<file path="config.mk">
export PLATFORM = sky130hd
export DESIGN_NAME = mosi_command_sequencer_flat
export DESIGN_NICKNAME = d
export VERILOG_FILES = /design/src/rtl/mosi_command_sequencer_if.sv /design/src/rtl/mosi_command_sequencer.sv /design/src/flat_wrapper.sv
export SDC_FILE = /design/constraint.sdc
export NUM_CORES = 1
export LEC_CHECK = 0
export ABC_AREA = 1
export CORE_ASPECT_RATIO = 1.5
export CORE_MARGIN = 2
export CORE_UTILIZATION = 40
export CTS_CLUSTER_SIZE = 12
export DETAILED_ROUTE_END_ITERATION = 8
export PLACE_DENSITY = 0.78
export SETUP_SLACK_MARGIN = 0.2
export SLEW_MARGIN = 10
export SYNTH_ARGS = -nofsm -noshare
export SYNTH_HDL_FRONTEND = slang
export SYNTH_SLANG_ARGS = --single-unit
</file>
<file path="constraint.sdc">
create_clock -name dataclk -period 1.9 [get_ports dataclk]
set_clock_uncertainty 0.2 [all_clocks]
set_input_delay 0.19 -clock dataclk [delete_from_list [all_inputs] [get_ports dataclk]]
set_output_delay 0.19 -clock dataclk [all_outputs]
set_load 0.02 [all_outputs]
</file>
<file path="src/rtl/mosi_command_sequencer_if.sv">
// Aux command RAM bus and MOSI command output bundle for one SPI headstage port.
// master = sequencer side, slave = RAM/shift-register side.
interface mosi_command_sequencer_if #(
   parameter int NUM_AUX = 3,
   parameter int AUX_AW  = 10,
   parameter int CHAN_W  = 6
);
   logic [NUM_AUX*16-1:0]     aux_cmd;
   logic [NUM_AUX*AUX_AW-1:0] aux_end;
   logic [NUM_AUX*AUX_AW-1:0] aux_loop;
   logic [NUM_AUX*AUX_AW-1:0] aux_index;
   logic [CHAN_W-1:0]         channel;
   logic [15:0]               MOSI_cmd;
   logic                      cmd_valid;
   logic                      frame_done;

   modport master (
      input  aux_cmd, aux_end, aux_loop,
      output aux_index, channel, MOSI_cmd, cmd_valid, frame_done
   );

   modport slave (
      output aux_cmd, aux_end, aux_loop,
      input  aux_index, channel, MOSI_cmd, cmd_valid, frame_done
   );
endinterface

</file>
<file path="src/rtl/mosi_command_sequencer.sv">
// Per-frame MOSI command sequencer: CONVERT slots then aux slots with looping RAM indices.
// Optional macro MOSI_DIGOUT_OVERRIDE_EN forces digout_override into the LSB of register-3 aux writes.
module mosi_command_sequencer #(
   parameter int NUM_CONVERT = 32,
   parameter int NUM_AUX     = 3,
   parameter int AUX_AW      = 10,
   parameter int CHAN_W      = 6
) (
   input  logic dataclk,
   input  logic reset_n,
   input  logic run,
   input  logic slot_strobe,
   input  logic DSP_settle,
   input  logic digout_override,
   output logic busy,
   mosi_command_sequencer_if.master bus
);

   localparam logic [CHAN_W-1:0] LAST_SLOT = CHAN_W'(NUM_CONVERT + NUM_AUX - 1);

   typedef enum logic [1:0] {IDLE, ACTIVE, FLUSH} state_t;

   state_t            state_reg, state_next;
   logic [CHAN_W-1:0] channel_reg, channel_next;
   logic [15:0]       mosi_cmd_reg;
   logic [15:0]       cmd_word;
   logic [15:0]       aux_word;
   logic [15:0]       aux_out;
   logic              cmd_valid_reg;
   logic              frame_done_reg;
   logic              settle_reg;
   logic              settle_eff;
   logic [5:0]        chan6;
   logic              fire;
   logic              is_last;

   assign fire    = slot_strobe && (state_reg != IDLE);
   assign is_last = (channel_reg == LAST_SLOT);

   always_comb begin
      channel_next = channel_reg;
      if (fire) channel_next = is_last ? '0 : channel_reg + CHAN_W'(1);
   end

   // Leaving ACTIVE looks at the post-strobe channel so a strobe in the same cycle is never lost.
   always_comb begin
      state_next = state_reg;
      case (state_reg)
         IDLE:    if (run) state_next = ACTIVE;
         ACTIVE:  if (!run) state_next = (channel_next == '0) ? IDLE : FLUSH;
         FLUSH:   if (fire && is_last) state_next = IDLE;
         default: state_next = IDLE;
      endcase
   end

   always_comb begin
      aux_word = '0;
      for (int k = 0; k < NUM_AUX; k++) begin
         if (channel_reg == CHAN_W'(NUM_CONVERT + k)) aux_word = bus.aux_cmd[16*k +: 16];
      end
   end

`ifdef MOSI_DIGOUT_OVERRIDE_EN
   always_comb begin
      aux_out = aux_word;
      if (aux_word[15:8] == 8'h83) aux_out = {aux_word[15:1], digout_override};
   end
`else
   logic unused_digout;
   assign unused_digout = digout_override;
   assign aux_out       = aux_word;
`endif

   // Slot 0 takes the live settle request; later slots reuse the value latched there.
   assign settle_eff = (channel_reg == '0) ? DSP_settle : settle_reg;
   assign chan6      = 6'(channel_reg);

   always_comb begin
      cmd_word = aux_out;
      if (channel_reg < CHAN_W'(NUM_CONVERT)) cmd_word = {2'b00, chan6, 7'b0, settle_eff};
   end

   always_ff @(posedge dataclk or negedge reset_n) begin
      if (!reset_n) begin
         state_reg      <= IDLE;
         channel_reg    <= '0;
         mosi_cmd_reg   <= '0;
         cmd_valid_reg  <= 1'b0;
         frame_done_reg <= 1'b0;
         settle_reg     <= 1'b0;
      end else begin
         state_reg      <= state_next;
         channel_reg    <= channel_next;
         cmd_valid_reg  <= fire;
         frame_done_reg <= fire && is_last;
         if (fire) mosi_cmd_reg <= cmd_word;
         if (fire && channel_reg == '0) settle_reg <= DSP_settle;
      end
   end

   generate
      for (genvar gi = 0; gi < NUM_AUX; gi++) begin : g_aux
         logic [AUX_AW-1:0] index_reg;
         logic [AUX_AW-1:0] end_idx;
         logic [AUX_AW-1:0] loop_idx;

         assign end_idx  = bus.aux_end[gi*AUX_AW +: AUX_AW];
         assign loop_idx = bus.aux_loop[gi*AUX_AW +: AUX_AW];

         always_ff @(posedge dataclk or negedge reset_n) begin
            if (!reset_n) begin
               index_reg <= '0;
            end else if (fire && channel_reg == CHAN_W'(NUM_CONVERT + gi)) begin
               index_reg <= (index_reg == end_idx) ? loop_idx : index_reg + AUX_AW'(1);
            end
         end

         assign bus.aux_index[gi*AUX_AW +: AUX_AW] = index_reg;
      end
   endgenerate

   assign bus.channel    = channel_reg;
   assign bus.MOSI_cmd   = mosi_cmd_reg;
   assign bus.cmd_valid  = cmd_valid_reg;
   assign bus.frame_done = frame_done_reg;
   assign busy           = (state_reg != IDLE);

endmodule

</file>
<file path="src/flat_wrapper.sv">
// flat-port wrapper written by rule: the top's interface ports become plain ports
module mosi_command_sequencer_flat 
#(
   parameter int NUM_CONVERT = 32,
   parameter int NUM_AUX     = 3,
   parameter int AUX_AW      = 10,
   parameter int CHAN_W      = 6
)
  (dataclk, reset_n, run, slot_strobe, DSP_settle, digout_override, busy, bus_aux_cmd, bus_aux_end, bus_aux_loop, bus_aux_index, bus_channel, bus_MOSI_cmd, bus_cmd_valid, bus_frame_done);
  mosi_command_sequencer_if #(.NUM_AUX(NUM_AUX), .AUX_AW(AUX_AW), .CHAN_W(CHAN_W)) bus_i ();
  input  logic dataclk;
  input  logic reset_n;
  input  logic run;
  input  logic slot_strobe;
  input  logic DSP_settle;
  input  logic digout_override;
  output logic busy;
  input wire logic [$bits(bus_i.aux_cmd)-1:0] bus_aux_cmd;
  input wire logic [$bits(bus_i.aux_end)-1:0] bus_aux_end;
  input wire logic [$bits(bus_i.aux_loop)-1:0] bus_aux_loop;
  output wire logic [$bits(bus_i.aux_index)-1:0] bus_aux_index;
  output wire logic [$bits(bus_i.channel)-1:0] bus_channel;
  output wire logic [$bits(bus_i.MOSI_cmd)-1:0] bus_MOSI_cmd;
  output wire logic [$bits(bus_i.cmd_valid)-1:0] bus_cmd_valid;
  output wire logic [$bits(bus_i.frame_done)-1:0] bus_frame_done;
  assign bus_i.aux_cmd = bus_aux_cmd;
  assign bus_i.aux_end = bus_aux_end;
  assign bus_i.aux_loop = bus_aux_loop;
  assign bus_aux_index = bus_i.aux_index;
  assign bus_channel = bus_i.channel;
  assign bus_MOSI_cmd = bus_i.MOSI_cmd;
  assign bus_cmd_valid = bus_i.cmd_valid;
  assign bus_frame_done = bus_i.frame_done;
  mosi_command_sequencer #(.NUM_CONVERT(NUM_CONVERT), .NUM_AUX(NUM_AUX), .AUX_AW(AUX_AW), .CHAN_W(CHAN_W)) u_core (.dataclk(dataclk), .reset_n(reset_n), .run(run), .slot_strobe(slot_strobe), .DSP_settle(DSP_settle), .digout_override(digout_override), .busy(busy), .bus(bus_i));
endmodule
</file>
### Word level (Yosys, flattened, before mapping)

Index checks and enable logic that the tools add are counted.

| operators by class | value |
|---|---|
| $add $sub $neg | 4 |
| equality and inequality tests | 11 |
| bitwise gates (word level) | 0 |
| order comparisons | 1 |
| divide/modulo/power cells | 0 |
| mux-type cells | 15 |
| shift operators | 0 |
| reductions and logical operators | 10 |
| multiply operators | 0 |

Operators by type and width:

| kind | count |
|---|---|
| two-way mux 16 bit | 4 |
| adder 10 x 1 -> 10 bit (second input constant) | 3 |
| equality test 10 bit | 3 |
| two-way mux 10 bit | 3 |
| equality test 6 bit (second input constant) | 3 |
| logical NOT 6 bit | 2 |
| two-way mux 6 bit | 2 |
| two-way mux 2 bit | 4 |
| adder 6 x 1 -> 6 bit (second input constant) | 1 |
| < comparator 6 bit (second input constant) | 1 |
| case mux 2 bit (3 select lines) | 1 |
| logical AND 1 bit | 5 |
| != test 2 bit (second input constant) | 2 |
| AND reduction 3 bit | 1 |
| equality test 2 x 1 -> 1 bit (second input constant) | 1 |
| equality test 2 bit (second input constant) | 1 |
| logical NOT 2 bit | 1 |
| != test 2 x 1 -> 1 bit (second input constant) | 1 |
| nonzero test 2 bit | 1 |
| two-way mux 1 bit | 1 |

| word-level totals | value |
|---|---|
| word-level logic and storage cells | 50 |
| input port bits | 114 |
| memory bits (read-only) | 0 |
| register bits after elaboration | 57 |
| output and inout bits | 55 |
| RAM bits | 0 |
| latch bits | 0 |
| memories | 0 |

### Depth between registers and ports, before layout

Gate-level depths: netlist of the first run.

| logic depth | value |
|---|---|
| word-level depth | 7 |
| gate-level depth with buffers | 11 |
| mapped depth without buffers | 11 |

### Least setup slack after synthesis of the first run

No wires, ideal clock.

| timing | value |
|---|---|
| path kind | register -> register |
| start point | register u_core.channel_reg[0] (netlist: u_core.bus.channel[0]) |
| end point | register u_core.state_reg[1] |
| data arrival time | 1500 ps |
| buffers on the path | 0 |
| cell stages (with the launch flop) | 12 |
| path slack | 84 ps |
| cells stage by stage | dfrtp_1 inv_1 ha_1 nand3_4 nor2_8 nor2_1 nor2_2 nand2_1 nor2_1 nand2_1 nand2_1 nand2_1 |

| on the way | value |
|---|---|
| longest elaborated chain between the ends | 7 |
| elaborated cells between the ends (all ways) | 11 |
| classes of those cells | 1 x add/sub; 2 x eq/ne; 5 x mux; 3 x reduce/logical |

Ends and longest elaborated chain:

| element | RTL line | text |
|---|---|---|
| from (decl) | mosi_command_sequencer.sv:24 | `logic [CHAN_W-1:0] channel_reg, channel_next;` |
| from (signal assigned) | mosi_command_sequencer.sv:93 | `channel_reg <= channel_next;` |
| adder 6 x 1 -> 6 bit or equality test 6 bit (tied branches) | mosi_command_sequencer.sv:42, mosi_command_sequencer.sv:38 |  |
| two-way mux 6 bit (2 in series) | mosi_command_sequencer.sv:42 | `if (fire) channel_next = is_last ? '0 : channel_reg + CHAN_W'(1);` |
| logical NOT 6 bit | mosi_command_sequencer.sv:50 | `ACTIVE: if (!run) state_next = (channel_next == '0) ? IDLE : FLUSH;` |
| two-way mux 2 bit (2 in series) | mosi_command_sequencer.sv:50 |  |
| case mux 2 bit (3 select lines) | mosi_command_sequencer.sv:48 | `case (state_reg)` |
| to (signal assigned) | mosi_command_sequencer.sv:92 | `state_reg <= state_next;` |
| to (decl) | mosi_command_sequencer.sv:23 | `state_t state_reg, state_next;` |

Several ways; a longest one is shown, not always the timed one. The select of a mux whose other input is x is not followed.
A chain may end at the register's enable or synchronous reset.

### Final worst setup path of the first run

| timing | value |
|---|---|
| start point | register u_core.channel_reg[1] (netlist: u_core.bus.channel[1]) |
| end point | register u_core.mosi_cmd_reg[11] (netlist: u_core.bus.MOSI_cmd[11]) |

| on the way | value |
|---|---|
| longest elaborated chain between the ends | 5 |
| elaborated cells between the ends (all ways) | 8 |
| classes of those cells | 1 x order compare; 3 x eq/ne; 4 x mux |

Ends and longest elaborated chain:

| element | RTL line | text |
|---|---|---|
| equality test 6 bit | mosi_command_sequencer.sv:59 | `if (channel_reg == CHAN_W'(NUM_CONVERT + k)) aux_word = bus.aux_cmd[16*k +: 16];` |
| two-way mux 16 bit (3 in series) | mosi_command_sequencer.sv:59 |  |
| two-way mux 16 bit (*) | mosi_command_sequencer.sv:80 | `if (channel_reg < CHAN_W'(NUM_CONVERT)) cmd_word = {2'b00, chan6, 7'b0, settle_eff};` |
| to (signal assigned) | mosi_command_sequencer.sv:96 | `if (fire) mosi_cmd_reg <= cmd_word;` |
| to (decl) | mosi_command_sequencer.sv:25 | `logic [15:0] mosi_cmd_reg;` |

Every way passes the cells marked *; elsewhere a longest branch is shown, timed or not.

==> results of run 1 <==
[metal layers]
| layer | wire length (µm) | track usage |
|---|---|---|
| met3 | 891 | 0.0421 |
| met5 | 0 | 0 |
| met1 | 5450 | 0.268 |
| met2 | 8170 | 0.432 |
| met4 | 504 | 0.0945 |
[final timing paths]
path,depth (start not counted),end,slack [ps],start
worst max register to register,8,u_core.bus.MOSI_cmd[11]$_DFFE_PN0P_,100,u_core.bus.channel[1]$_DFF_PN0_
worst min-delay path,3,u_core.state_reg[0]$_DFFE_PN0P_,210,run
min in group asynchronous,2,u_core.bus.MOSI_cmd[8]$_DFFE_PN0P_,250,reset_n
worst max-delay path,8,u_core.bus.MOSI_cmd[11]$_DFFE_PN0P_,100,u_core.bus.channel[1]$_DFF_PN0_
max in group asynchronous,3,u_core.g_aux[1].index_reg[0]$_DFFE_PN0P_,610,reset_n
worst min register to register,2,u_core.bus.MOSI_cmd[6]$_DFFE_PN0P_,270,u_core.bus.MOSI_cmd[6]$_DFFE_PN0P_
[Yosys cell counts, drive strengths merged]
library cell / n
clkinv: 1
nand4: 14
nand2: 269
xnor2: 12
buf: 19
ha: 7
o21ai: 5
inv: 84
xor2: 22
nor2: 49
nor3: 2
or2: 6
o211ai: 6
nand3: 77
clkbuf: 3
o2111ai: 10
and2: 2
dfrtp: 57
a21oi: 6
nand3b: 7
[what timing repair did]
action | 4_1_cts | 5_1_grt
hold buffers | 1 | 0
gates resized for setup | 77 | 72
setup buffers | 12 | 18
gates cloned | 1 | 7
endpoints found under the setup margin | 93 | 57
hold endpoints to repair | 25 | 0
pin swaps | 10 | 19
[through the flow]
step           cell area, µm²  hold WS, ps   util  TNS, ps  power (mW)
2_1_floorplan            4370         -306      -        0        3.85
3_3_place_gp             6350         56.1  0.600    -42.8        5.22
3_5_place_dp             6350         66.1  0.600    -82.7        5.33
4_1_cts                  6850          194  0.647        0        6.93
5_1_grt                  7330          232  0.692        0        7.69
6_report                 7330          207  0.692        0        7.19
[final cells by class]
class | count | area share
Clock buffer | 14 | 0.0360
Clock inverter | 2 | 0.00171
Inverter | 85 | 0.0471
Multi-Input combinational cell | 496 | 0.370
Sequential cell | 57 | 0.198
Tap cell | 144 | 0.0246
Timing Repair Buffer | 236 | 0.322
Timing Repair inverter | 1 | 0.00102
[logic make-up after synthesis]
group	share of synthesized area
AOI/OAI and AO/OA	0.0432
xor gates and xnor gates	0.0686
adders and majority gates	0.0202
buffers and inverters	0.106
DFF	0.328
and+or+nand+nor	0.433
[power by group through the flow]
stage | registers (mW) | logic, mW | clock network (mW)
2_1_floorplan | 2.31 | 1.54 | 0
3_3_place_gp | 1.99 | 3.23 | 0
3_5_place_dp | 2.01 | 3.32 | 0
4_1_cts | 2.00 | 3.41 | 1.52
5_1_grt | 2.06 | 4.04 | 1.58
6_report | 2.01 | 3.70 | 1.49
[tightest hold or removal path: cells and delay by family]
family                 cells  cell delay, ps
and+or+nand+nor            1              30
buffers and inverters      2             480
==> metrics, run 1 <==
clock slew at reported path FFs 50 ps; Distinct cells, synth 33; Internal 4.22 mW; Area growth syn-to-layout 68.8%; post-synth top area share 0.328; fin nets 1007; Synth Register Bits 57; max-slew violation count 0; CTS tree done; arrival time worst endpoint 1830 ps; synthesized instance count 658; maximum VDD drop 820 µV; Avg Cell Area, Syn 6.60 µm²; register area share after synthesis 0.328; fmax 554 MHz; number of instances in the placed design 980; layout cells sized above 1 0.213; GRT overflow 0; delay-heaviest family, CP flip-flops; global-route wire length before repair 22400 µm; P_leak 3.87 nW; Clock Path Buffers 2; Tightest Hold Check Type in2reg; Post-Syn Nets 779; crit-path max FO 6; Slowest-stage cell, CP dfrtp_2; Final Cycle Share 0.950; via count 5201; top cells by area, synth dfrtp_1, nand2_1, nand3_1; Clk pwr share 0.207; Multi-input gate area 2710 µm²; final WL 15000 µm; num rows 46; CTS Root Cell clkbuf_16; Yosys warning total 0; Final Hold Fails 0; max FFs per register 30; Slew @ Worst Pin 683 ps; IO Port Bufs 167; synthesized area 4340 µm²; gpl congestion 0.925; # H-tree levels 3; commonest non-fill, non-tap cell in the layout nand2_1; Buf+Inv Stages, Crit Path 3; register area 1450 µm²; initial antenna violation count 0; max-cap check violation count 0; total core area 10600 µm²; most frequent cells in the layout nand2_1, clkdlybuf4s50_1, nand3_1, inv_1, buf_4; Setup-failing EPs final 0; Slowest Stage Delay on Critical Path 460 ps; # diodes 0; drt first pass iters 5; FILL cells 871; PD cells 981 nW/µm²; HPWL after detailed placement 10500 µm; Vert. Die Dim 132 µm; sw frac 0.414; remaining antenna violation count 0; worst-path cell chain inv_2 -> ha_4 -> nand3_4 -> clkbuf_16 -> o211ai_1 -> nand3_1 -> nand2_1 -> inv_1; Critical Path RT 1930 ps; Non-Filler Instances 1035; Combinational Power Share 0.514; capturing element type of the critical path flop; max_slew headroom 0.545; Die Wd 89.1 µm; status completed; Avg WL per Cell 14.5 µm; post-place setup slack -50.4 ps; Initial DRC Count 302; crit start category flop; crit path time final 1800 ps; area of the die 11700 µm²; vias per cell 5.03; latest clock arrival within the worst-skew pair 330 ps; global-route usage over all layers 0.239; Post-route DRC 0; largest net degree at the start of global routing 28; CTS Sinks 57; vias in the first global route 4869; area leader, netlist dfrtp_1; CTS Buf Count 9; sequential share of power 0.279; RSZ-0062 raised after global routing true; Setup CP Type reg2reg; I/O pins 169; net load switching power 2.98 mW; Starting Density 0.410; Setup WS post-layout 95.4 ps
(Power assumes the default switching activity.)
==> inputs of run 2 (changes only) <==
==> constraint.sdc (replaced) <==
create_clock -name dataclk -period 2.1 [get_ports dataclk]
set_clock_uncertainty 0.2 [all_clocks]
set_input_delay 0.21 -clock dataclk [delete_from_list [all_inputs] [get_ports dataclk]]
set_output_delay 0.21 -clock dataclk [all_outputs]
set_load 0.02 [all_outputs]
==> metrics, run 2 (synthesized netlist as in run 1, its figures left out) <==
GRT overflow 0 (unchanged); crit start category flop; initial antenna violation count 0 (unchanged); latest clock arrival within the worst-skew pair 320 ps (about the same); Multi-input gate area 2490 µm² (-8.4%); Setup CP Type reg2reg; I/O pins 169 (unchanged); sequential share of power 0.280 (about the same); most frequent cells in the layout nand2_1, clkdlybuf4s50_1, nand3_1, inv_1, dfrtp_1; Critical Path RT 2110 ps (+180 ps); fin nets 972 (-3.5%); Setup WS post-layout 241 ps (+145 ps); max FFs per register 30 (unchanged); num rows 46 (unchanged); gpl congestion 0.880 (-4.8%); sw frac 0.404 (-0.00975); Setup-failing EPs final 0 (unchanged); largest net degree at the start of global routing 39 (+39%); crit path time final 1860 ps (+54.9 ps); vias in the first global route 4878 (+0.18%); clock slew at reported path FFs 50 ps (about the same); # diodes 0 (unchanged); capturing element type of the critical path flop; fmax 538 MHz (-3.0%); Clk pwr share 0.224 (+0.017); Starting Density 0.410 (unchanged); CTS tree done; PD cells 930 nW/µm² (-5.3%); Clock Path Buffers 2 (unchanged); Area growth syn-to-layout 55.0%; # H-tree levels 3 (unchanged); CTS Root Cell clkbuf_16; P_leak 3.55 nW (-8.4%); register area 1430 µm² (-1.7%); setup tns final 0 ps (unchanged); CTS Sinks 57 (unchanged); net load switching power 2.53 mW (-15%); global-route wire length before repair 21700 µm (-3.3%); Final Hold Fails 0 (unchanged); Non-Filler Instances 1000 (-3.4%); post-place setup slack -30.3 ps (+20.1 ps); Avg WL per Cell 13.3 µm (-8.5%); RSZ-0062 raised after global routing true; total core area 10600 µm² (unchanged); maximum VDD drop 572 µV (-30%); Die Wd 89.1 µm (unchanged); Internal 3.73 mW (-12%); Tightest Hold Check Type in2async; layout cells sized above 1 0.112 (-0.101); via count 4930 (-5.2%); status completed; drt first pass iters 5 (unchanged); final WL 13300 µm (-12%); Initial DRC Count 192 (-36%); area of the die 11700 µm² (unchanged); Slew @ Worst Pin 484 ps (-199 ps); vias per cell 4.93 (-1.9%); IO Port Bufs 167 (unchanged); crit-path max FO 7 (+1); FILL cells 966 (+11%); CTS Buf Count 9 (unchanged); Vert. Die Dim 132 µm (unchanged); HPWL after detailed placement 10200 µm (-3.0%); number of instances in the placed design 974 (-0.61%); Final Cycle Share 0.885 (-0.0643); max-cap check violation count 0 (unchanged); remaining antenna violation count 0 (unchanged); global-route usage over all layers 0.230 (-0.00936); arrival time worst endpoint 1870 ps (+40 ps); Post-route DRC 0 (unchanged); max-slew violation count 0 (unchanged); Combinational Power Share 0.497 (-0.017); reg2reg setup slack 240 ps (+150 ps); max_slew headroom 0.678 (+0.133); commonest non-fill, non-tap cell in the layout nand2_1
[run 2: power groups by stage]
stage | registers [mW] | logic [mW] | clock network (mW)
floorplan | 2.07 | 1.37 | 0
global placement | 1.75 | 2.92 | 0
detailed placement | 1.77 | 2.99 | 0
CTS | 1.76 | 3.00 | 1.43
global route | 1.81 | 3.39 | 1.48
finish | 1.75 | 3.11 | 1.40
[run 2: metal layers]
| metal | GRT usage | part of all wire |
|---|---|---|
| met5 | 0 | 0 |
| met3 | 0.0616 | 0.069 |
| met2 | 0.420 | 0.54 |
| met4 | 0.0796 | 0.022 |
| met1 | 0.244 | 0.37 |
[run 2: per-stage QoR]
step | power (mW) | hold slack, ps | utilization | cell area [µm²]
4_1_cts | 6.19 | 201 | 0.625 | 6620
3_3_place_gp | 4.67 | -6.26 | 0.594 | 6290
5_1_grt | 6.68 | 226 | 0.636 | 6730
2_1_floorplan | 3.45 | -286 | - | 4340
3_5_place_dp | 4.76 | 3.66 | 0.594 | 6290
6_report | 6.26 | 179 | 0.636 | 6730
[run 2: layout make-up]
class / instances / area share
Multi-Input combinational cell: 494 / 0.369
Timing Repair Buffer: 204 / 0.299
Sequential cell: 57 / 0.212
Inverter: 85 / 0.0491
Clock buffer: 14 / 0.0422
Tap cell: 144 / 0.0268
Clock inverter: 2 / 0.00149
[run 2: worst paths after layout]
kind | startpoint | to | cells after the start
setup reg to reg | u_core.bus.channel[2]$_DFF_PN0_ | u_core.state_reg[1]$_DFFE_PN0P_ | 11
setup / recovery | u_core.bus.channel[2]$_DFF_PN0_ | u_core.state_reg[1]$_DFFE_PN0P_ | 11
hold / removal | reset_n | u_core.bus.MOSI_cmd[8]$_DFFE_PN0P_ | 2
hold reg to reg | u_core.bus.MOSI_cmd[3]$_DFFE_PN0P_ | u_core.bus.MOSI_cmd[3]$_DFFE_PN0P_ | 2
min in group dataclk | run | u_core.state_reg[0]$_DFFE_PN0P_ | 3
max in group asynchronous | reset_n | u_core.g_aux[2].index_reg[5]$_DFFE_PN0P_ | 3
[run 2: critical path, cell delays in order, from the launching register on]
cell	delay, ps
dfrtp_1	400
buf_4	170
inv_1	100
nand2_2	100
nor2_8	210
nand2_4	110
nand3_1	120
nand2_1	70
nor2_1	90
nand2_1	60
nand2_1	50
nand2_1	60
[run 2: timing repair]
item,CTS,global route
hold buffers,1,0
endpoints found under the hold margin,19,0
pin swaps,2,2
resized for setup,9,17
endpoints found under the setup margin,26,53
setup buffers,2,7
==> inputs of run 3 (changes only) <==
==> constraint.sdc (replaced) <==
create_clock -name dataclk -period 2 [get_ports dataclk]
set_clock_uncertainty 0.2 [all_clocks]
set_input_delay 0.2 -clock dataclk [delete_from_list [all_inputs] [get_ports dataclk]]
set_output_delay 0.2 -clock dataclk [all_outputs]
set_load 0.02 [all_outputs]
==> metrics, run 3 (synthesized netlist as in run 1, its figures left out) <==
final design utilization 0.644 (+0.00874); max-slew violation count 0 (unchanged); latest clock arrival within the worst-skew pair 320 ps (about the same); Area growth syn-to-layout 57.1%; final WL 13800 µm (+3.8%); FILL cells 966 (unchanged); PD cells 986 nW/µm² (+6.0%); Final Hold Fails 0 (unchanged); Non-Filler Instances 1003 (+0.30%); Post-route DRC 0 (unchanged); Critical Path RT 2020 ps (-90 ps); area of the die 11700 µm² (unchanged); Starting Density 0.410 (unchanged); number of instances in the placed design 973 (-0.10%); num rows 46 (unchanged); GRT overflow 0 (unchanged); CTS Root Cell clkbuf_16; Hold Slack 165 ps (-14.0 ps); Clock Path Buffers 2 (unchanged); clock slew at reported path FFs 50 ps (about the same); HPWL after detailed placement 10300 µm (+0.82%); vias per cell 4.93 (about the same); Setup WS post-layout 200 ps (-40.3 ps); total power 6.73 mW (+7.5%); Setup CP Type reg2reg; via count 4940 (+0.20%); Avg WL per Cell 13.7 µm (+3.5%); capturing element type of the critical path flop; Initial DRC Count 242 (+26%); crit-path max FO 6 (-1); commonest non-fill, non-tap cell in the layout nand2_1; # diodes 0 (unchanged); arrival time worst endpoint 1820 ps (-50 ps); global-route usage over all layers 0.231 (+0.00171); total core area 10600 µm² (unchanged); gpl congestion 0.880 (about the same); max-cap check violation count 0 (unchanged); Slew @ Worst Pin 401 ps (-82.6 ps); Tightest Hold Check Type in2async; RSZ-0062 raised after global routing true; vias in the first global route 4842 (-0.74%); CTS tree done; I/O pins 169 (unchanged); max FFs per register 30 (unchanged); crit path time final 1800 ps (-59.7 ps); global-route wire length before repair 21500 µm (-0.70%); drt first pass iters 5 (unchanged); Vert. Die Dim 132 µm (unchanged); CTS Sinks 57 (unchanged); most frequent cells in the layout nand2_1, clkdlybuf4s50_1, nand3_1, inv_1, dfrtp_1; crit start category flop; Setup-failing EPs final 0 (unchanged); P_leak 3.56 nW (+0.24%); fin nets 975 (+0.31%); setup tns final 0 ps (unchanged); final instance area 6820 µm² (+1.4%); status completed; post-place setup slack 43.9 ps (+74.1 ps); layout cells sized above 1 0.140 (+0.0275); DP Area 6280 µm² (-0.12%); largest net degree at the start of global routing 24 (-38%); Die Wd 89.1 µm (unchanged); IO Port Bufs 167 (unchanged); max_slew headroom 0.733 (+0.0550); maximum VDD drop 510 µV (-11%); fmax 556 MHz (+3.3%); Final Cycle Share 0.900 (+0.0144); initial antenna violation count 0 (unchanged); # H-tree levels 3 (unchanged); remaining antenna violation count 0 (unchanged); CTS Buf Count 9 (unchanged)
-- run 3: cell types whose count changed in the layout (fill, tap and decap cells not counted), sizes merged --
cell / before / now
clkbuf: 14 / 12
clkinvlp: 1 / 4
clkdlybuf4s50: 152 / 130
nand3: 77 / 78
dlymetal6s2s: 9 / 4
dlygate4sd2: 5 / 32
bufinv: 0 / 1
-- run 3: metal layers --
metal / GRT usage / share of wire
met5: 0 / 0
met4: 0.117 / 0.035
met3: 0.0427 / 0.061
met2: 0.421 / 0.53
met1: 0.243 / 0.37
-- run 3: cell type report --
| cell class | instances | area [µm²] | share of cell area |
|---|---|---|---|
| Timing Repair inverter | 2 | 16.3 | 0.00238 |
| Clock inverter | 4 | 50.0 | 0.00734 |
| Sequential cell | 57 | 1440 | 0.211 |
| Clock buffer | 12 | 267 | 0.0391 |
| Tap cell | 144 | 180 | 0.0264 |
| Timing Repair Buffer | 204 | 1990 | 0.291 |
| Inverter | 85 | 339 | 0.0497 |
| Multi-Input combinational cell | 495 | 2540 | 0.373 |
-- run 3: repair_timing --
item / in CTS / in global routing
pin swaps: 3 / 17
hold buffers: 1 / 0
setup buffers: 8 / 2
gates cloned: 1 / 2
hold endpoints to repair: 37 / 0
setup endpoints to repair: 71 / 51
resized for setup: 43 / 33
-- run 3: worst paths after layout --
kind	cells after the start	to	startpoint	slack (ps)
max reg2reg	11	u_core.state_reg[1]$_DFFE_PN0P_	u_core.bus.channel[0]$_DFF_PN0_	200
min in group dataclk	3	u_core.state_reg[0]$_DFFE_PN0P_	run	220
max in group asynchronous	3	u_core.g_aux[2].index_reg[3]$_DFFE_PN0P_	reset_n	800
min	2	u_core.state_reg[0]$_DFFE_PN0P_	reset_n	170
min reg2reg	2	u_core.bus.MOSI_cmd[6]$_DFFE_PN0P_	u_core.bus.MOSI_cmd[6]$_DFFE_PN0P_	280
max	11	u_core.state_reg[1]$_DFFE_PN0P_	u_core.bus.channel[0]$_DFF_PN0_	200
-- run 3: critical path: stages, from the launching register on --
cell and delay (ps):
dfrtp_2 450, inv_4 90, ha_4 130, nand3_4 90, nor2_8 180, nand2_4 130, nand3_1 140, nand2_1 60
inv_1 60, nand2_1 50, nand2_1 50, nand2_1 40
-- run 3: power by group --
part | switching, mW | internal (mW)
clock | 0.532 | 1.06
combinational | 1.81 | 1.43
sequential | 0.407 | 1.48
total | 2.75 | 3.98
